--- src/rtl/current_pi_ctrl.sv ---
`default_nettype none
// ============================================================================
//  Module   : current_pi_ctrl
//  Purpose  : Three-stage pipelined PI current loop. Takes the unsigned motor
//             current target and the measured average current, and produces
//             a saturated 12-bit drive magnitude for the PWM stage. The
//             integrator advances once every 2^DECIM_W accepted samples and
//             is forced to zero, together with the drive, while the rider is
//             not pedaling.
//  Ports    : clk, rst_n        - clock, asynchronous active-low reset
//             vld               - one-cycle strobe qualifying the inputs
//             target_curr[11:0] - desired motor current (unsigned)
//             avg_curr[11:0]    - measured average motor current (unsigned)
//             not_pedaling      - level, clears integrator and drive
//             drv_mag[11:0]     - drive magnitude, held between updates
//             drv_vld           - one-cycle pulse when drv_mag updates
//  Revision : 1.0 - initial release
// ============================================================================
module current_pi_ctrl #(
  parameter int unsigned P_COEF  = 3,
  parameter int unsigned DECIM_W = 2
) (
  input  logic        clk,
  input  logic        rst_n,
  input  logic        vld,
  input  logic [11:0] target_curr,
  input  logic [11:0] avg_curr,
  input  logic        not_pedaling,
  output logic [11:0] drv_mag,
  output logic        drv_vld
);

  localparam logic signed [13:0] C_P         = 14'(P_COEF);
  localparam logic        [16:0] C_INTEG_MAX = 17'h1FFFF;

  logic signed [12:0] err13;
  logic signed [10:0] err_sat;
  logic signed [10:0] err_d, err_q;
  logic signed [13:0] err_ext;
  logic signed [13:0] p_d, p_q;
  logic signed [18:0] integ_sum;
  logic        [16:0] integ_d, integ_q;
  logic               integ_fire;
  logic signed [14:0] sum;
  logic        [11:0] drv_mag_d, drv_mag_q;
  logic               s1_vld_q, s2_vld_q, drv_vld_q;

  // Decimation counter: integrator fires on the sample that finds the
  // counter at all-ones; with no counter bits it fires on every sample.
  generate
    if (DECIM_W > 0) begin : g_decim
      localparam logic [DECIM_W-1:0] C_CNT_ONE = DECIM_W'(1);
      logic [DECIM_W-1:0] cnt_d, cnt_q;

      always_comb begin
        cnt_d = cnt_q;
        if (not_pedaling) begin
          cnt_d = '0;
        end else if (s1_vld_q) begin
          cnt_d = cnt_q + C_CNT_ONE;
        end
      end

      always_ff @(posedge clk or negedge rst_n) begin
        if (!rst_n) begin
          cnt_q <= '0;
        end else begin
          cnt_q <= cnt_d;
        end
      end

      assign integ_fire = &cnt_q;
    end else begin : g_no_decim
      assign integ_fire = 1'b1;
    end
  endgenerate

  always_comb begin
    // Stage 1: 13-bit error saturated into 11-bit signed range.
    err13 = $signed({1'b0, target_curr}) - $signed({1'b0, avg_curr});
    if (err13 > 13'sd1023) begin
      err_sat = 11'sd1023;
    end else if (err13 < -13'sd1024) begin
      err_sat = -11'sd1024;
    end else begin
      err_sat = err13[10:0];
    end
    err_d = vld ? err_sat : err_q;

    // Stage 2: proportional term and integrator.
    err_ext   = {{3{err_q[10]}}, err_q};
    p_d       = s1_vld_q ? (err_ext * C_P) : p_q;
    integ_sum = $signed({2'b00, integ_q}) + $signed({{8{err_q[10]}}, err_q});

    integ_d = integ_q;
    if (not_pedaling) begin
      integ_d = '0;
    end else if (s1_vld_q && integ_fire) begin
      if (integ_sum[18]) begin
        integ_d = '0;
      end else if (integ_sum[17]) begin
        integ_d = C_INTEG_MAX;
      end else begin
        integ_d = integ_sum[16:0];
      end
    end

    // Stage 3: integ_q already holds this sample's integrator update.
    sum       = $signed({p_q[13], p_q}) + $signed({3'b000, integ_q[16:5]});
    drv_mag_d = drv_mag_q;
    if (s2_vld_q) begin
      if (not_pedaling || sum[14]) begin
        drv_mag_d = 12'h000;
      end else if (|sum[13:12]) begin
        drv_mag_d = 12'hFFF;
      end else begin
        drv_mag_d = sum[11:0];
      end
    end
  end

  always_ff @(posedge clk or negedge rst_n) begin
    if (!rst_n) begin
      err_q     <= '0;
      s1_vld_q  <= 1'b0;
      p_q       <= '0;
      s2_vld_q  <= 1'b0;
      integ_q   <= '0;
      drv_mag_q <= '0;
      drv_vld_q <= 1'b0;
    end else begin
      err_q     <= err_d;
      s1_vld_q  <= vld;
      p_q       <= p_d;
      s2_vld_q  <= s1_vld_q;
      integ_q   <= integ_d;
      drv_mag_q <= drv_mag_d;
      drv_vld_q <= s2_vld_q;
    end
  end

  assign drv_mag = drv_mag_q;
  assign drv_vld = drv_vld_q;

endmodule
`default_nettype wire

--- config.mk ---
export PLATFORM = sky130hd
export DESIGN_NAME = current_pi_ctrl
export DESIGN_NICKNAME = d
export VERILOG_FILES = /design/src/rtl/current_pi_ctrl.sv
export SDC_FILE = /design/constraint.sdc
export NUM_CORES = 1
export LEC_CHECK = 0
export CAP_MARGIN = 20
export CORE_ASPECT_RATIO = 1.5
export CORE_MARGIN = 2
export CORE_UTILIZATION = 30
export DETAILED_ROUTE_END_ITERATION = 6
export GPL_TIMING_DRIVEN = 0
export PLACE_DENSITY_LB_ADDON = 0.15
export REMOVE_ABC_BUFFERS = 1
export SLEW_MARGIN = 20
export SYNTH_ARGS = -nofsm -noshare
export SYNTH_HDL_FRONTEND = slang
export SYNTH_SLANG_ARGS = --single-unit
--- constraint.sdc ---
create_clock -name clk -period 5.7 [get_ports clk]
set_input_delay 1.14 -clock clk [delete_from_list [all_inputs] [get_ports clk]]
set_output_delay 1.14 -clock clk [all_outputs]
set_load 0.02 [all_outputs]
==> load_flow_metrics.sql <==
INSERT INTO impl_metrics (metric_group, metric, value, unit) VALUES
('run_status', 'run_status', 'completed', ''),
('timing', 'totalNegativeSetupSlack', '0', 'ns'),
('synth', 'xor_xnor_share_of_the_synthesized_area', '6.47', '%'),
('worst_setup_path', 'crit_chain', 'clkdlybuf4s50_1, inv_1, ha_1, fa_1, nor2b_1, o21ai_0, a21oi_1, o21ai_0, a311oi_2, a211oi_2, a221oi_1, nand3_1', ''),
('clock_network', 'post-cts-setup-buffers', '0', ''),
('synth', 'synth_edf_count', '0', ''),
('synth', 'arithmetic_cell_share_of_the_synthesized_area_counting_full_adders_half_adders_and_majority_gates', '17.3', '%'),
('synth', 'yosysSeqAreaShare', '29.5', '%'),
('synth', 'synth_area_per_cell', '9.17', 'sq um'),
('global_route', 'first_pass_grt_wire_length', '20200', 'um'),
('timing', 'worst_hold_slack', '0.494', 'ns'),
('synth', 'count_of_different_cell_masters_after_synthesis', '63', ''),
('cells_and_area', 'antenna_cells', '0', ''),
('global_route', 'grt_remaining_overflow', '0', ''),
('die', 'ios', '41', ''),
('global_route', 'grt_max_degree', '37', ''),
('clock_network', 'cts_root_buffer', 'clkbuf_16', ''),
('cells_and_area', 'fillCellCount', '1670', ''),
('power', 'comb_power_share', '43.3', '%'),
('timing', 'grt_setup_unrepaired', 'false', ''),
('placement', 'port-buffer-count', '40', ''),
('clock_network', 'tritoncts', 'yes', ''),
('clock_network', 'cts_made_buffers', '9', ''),
('placement', 'placement_stage_cell_area', '0.00565', 'sq mm'),
('clock_network', 'cts.reportedPaths.clkPinSlew', '0.06', 'ns'),
('timing', 'transition_time_at_the_pin_with_the_least_slew_margin', '0.927', 'ns'),
('die', 'floorplan.die_area', '0.0178', 'sq mm'),
('synth', 'yosys.area.top_type', 'dfrtp_1', ''),
('timing', 'min_period', '4.25', 'ns'),
('synth', 'number_of_instances_in_the_synthesized_netlist', '546', ''),
('synth', 'yosys-top-cells-area', 'dfrtp_1, ha_1, xnor2_1, a21oi_1, inv_1', ''),
('global_route', 'grt_util_all_layers', '14.5', '%'),
('clock_network', 'clk-insertion-delay-late', '0.33', 'ns'),
('worst_setup_path', 'worst-r2r-cell-count', '11', ''),
('power', 'power.sequential.fraction', '29.3', '%'),
('clock_network', 'clock_sinks', '59', ''),
('routing', 'finalWirelength', '12200', 'um'),
('min_path', 'holdCritPathClass', 'register to register', ''),
('worst_setup_path', 'worst_r2r_startpoint', 'integ_q[5]', ''),
('timing', 'finClkSkew', '0.00616', 'ns'),
('flow_run', 'maxCapViolations', '0', ''),
('synth', 'synth_flop_cell', 'dfrtp_1', ''),
('clock_network', 'clock_tree.htree_level_count', '3', ''),
('synth', 'postSynthRegisterBits', '59', ''),
('power', 'net-switching-power', '0.760', 'mW'),
('die', 'fp.dieH', '162', 'um'),
('min_path', 'number_of_stages_on_the_worst_hold_path', '2', ''),
('die', 'core_box_area', '0.0163', 'sq mm'),
('worst_setup_path', 'crit_arrival', '4.45', 'ns'),
('min_path', 'worst_hold_path.endpoint', 'drv_mag[4]', ''),
('global_route', 'number_of_antenna_violations_at_the_first_check_in_global_routing', '0', ''),
('worst_setup_path', 'timing.critical_path.from_type', 'primary input', ''),
('synth', 'ys_async_sr_fraction', '100', '%'),
('cells_and_area', 'instances_no_fill', '798', ''),
('placement', 'gp_congestion', '0.848', ''),
('worst_setup_path', 'critical_path.endpoint_type', 'register', ''),
('routing', 'detailedRoute.firstPassIterationCount', '5', ''),
('min_path', 'worst_hold_startpoint', 'drv_mag[4]', ''),
('timing', 'final_slew_viol_count', '0', ''),
('placement', 'placedCellCount', '782', ''),
('routing', 'via_count', '4189', ''),
('die', 'starting_density_of_the_core', '30.8', '%'),
('cells_and_area', 'design_area', '0.00596', 'sq mm'),
('worst_setup_path', 'timing.critical_path.required', '5.89', 'ns'),
('routing', 'detail_route.vias_per_cell', '5.25', ''),
('power', 'vdd_ir_drop_max', '0.000166', 'V'),
('synth', 'synth_compound_area_share', '23.6', '%'),
('cells_and_area', 'final_layout_size_suffix_gt1_share', '11.5', '%'),
('worst_setup_path', 'cp_common_cell', 'o21ai_0', ''),
('synth', 'syn-cell-area', '0.00501', 'sq mm'),
('timing', 'finalHoldViolCount', '0', '');
[through the flow]
| step | worst slack [ns] | power, mW | util [%] |
|---|---|---|---|
| after global placement | 0.534 | 1.49 | 34.5 |
| after global routing | 1.13 | 2.24 | 36.7 |
| after floorplan | 1.78 | 1.26 | - |
| after detailed placement | 1.03 | 1.51 | 34.7 |
| final | 1.45 | 2.07 | 36.7 |
| after CTS | 1.40 | 2.10 | 36.7 |
[placed cells by master, fill, tap and decap left out, types with 3 or more instances in the layout]
master,instances
a211oi_1,6
nand2b_1,8
and2_1,4
a211o_2,3
nand2_1,35
a21oi_1,34
nand4_1,3
a221oi_1,7
o211ai_1,4
o21ai_0,25
a31oi_1,3
o21bai_1,6
xnor2_1,25
o221ai_1,7
xor2_1,12
a21o_1,11
inv_1,45
nor2_1,39
nor2b_1,9
a31o_2,4
clkdlybuf4s50_1,39
clkbuf_16,9
mux2_2,11
nand3_1,14
o21a_1,7
ha_1,63
fa_1,4
clkinvlp_4,3
a221o_2,14
nor3_1,12
dfrtp_1,59
o2111ai_1,3
and3_1,7
nand3b_1,5
a22oi_1,3
or3_1,5
[final cells by class]
| cell class | count | area [sq um] | share of cell area (%) |
|---|---|---|---|
| Clock inverter | 5 | 61.3 | 1.03 |
| Tap cell | 206 | 258 | 4.32 |
| Sequential cell | 59 | 1480 | 24.8 |
| Multi-Input combinational cell | 429 | 3310 | 55.6 |
| Timing Repair Buffer | 42 | 429 | 7.20 |
| Clock buffer | 11 | 253 | 4.24 |
| Inverter | 46 | 173 | 2.89 |
[per-layer routing]
layer | track usage (%) | vias up | share of wire [%]
met1 | 15.8 | 1994 | 41
met2 | 26.4 | 76 | 52
met4 | 8.00 | 0 | 4.4
met5 | 0 | - | 0
met3 | 1.85 | 27 | 2.5
li1 | - | 2092 | -
[worst max-delay path by stage]
stage	from	to	slack, ns	cells after the start
floorplan	target_curr[0]	err_q[5]	1.78	11
global placement	target_curr[0]	err_q[7]	0.53	12
detailed placement	target_curr[0]	err_q[6]	1.03	12
CTS	target_curr[0]	err_q[6]	1.40	12
global route	target_curr[0]	err_q[7]	1.13	12
finish	target_curr[0]	err_q[6]	1.45	12
[power by group through the flow]
stage	Clock, mW	Sequential [mW]	Combinational (mW)
floorplan	0	0.608	0.656
global placement	0	0.615	0.879
detailed placement	0	0.617	0.892
CTS	0.581	0.610	0.906
global route	0.597	0.622	1.02
finish	0.567	0.606	0.896
[logic make-up (layout without fill, tap and decap cells)]
family / count (synthesis) / in the layout
fa+ha+maj: 67 / 67
xor+xnor: 37 / 37
flops: 59 / 59
compound gates: 159 / 159
mux: 13 / 13
simple gates: 153 / 153
buf+inv: 58 / 104
[worst max-delay path, delay by kind of cell]
family | cells | cell delay (ns)
compound gates | 6 | 1.96
fa+ha+maj | 2 | 0.62
buf+inv | 2 | 0.49
simple gates | 2 | 0.22
[state kept, by name (all words and copies together), names as in the netlist]
register / cells
err_q: 11
drv_mag: 12
drv_vld: 1
integ_q: 17
g_decim.cnt_q: 2
p_q: 14
s2_vld_q: 1
s1_vld_q: 1
(Power assumes the default switching activity.)
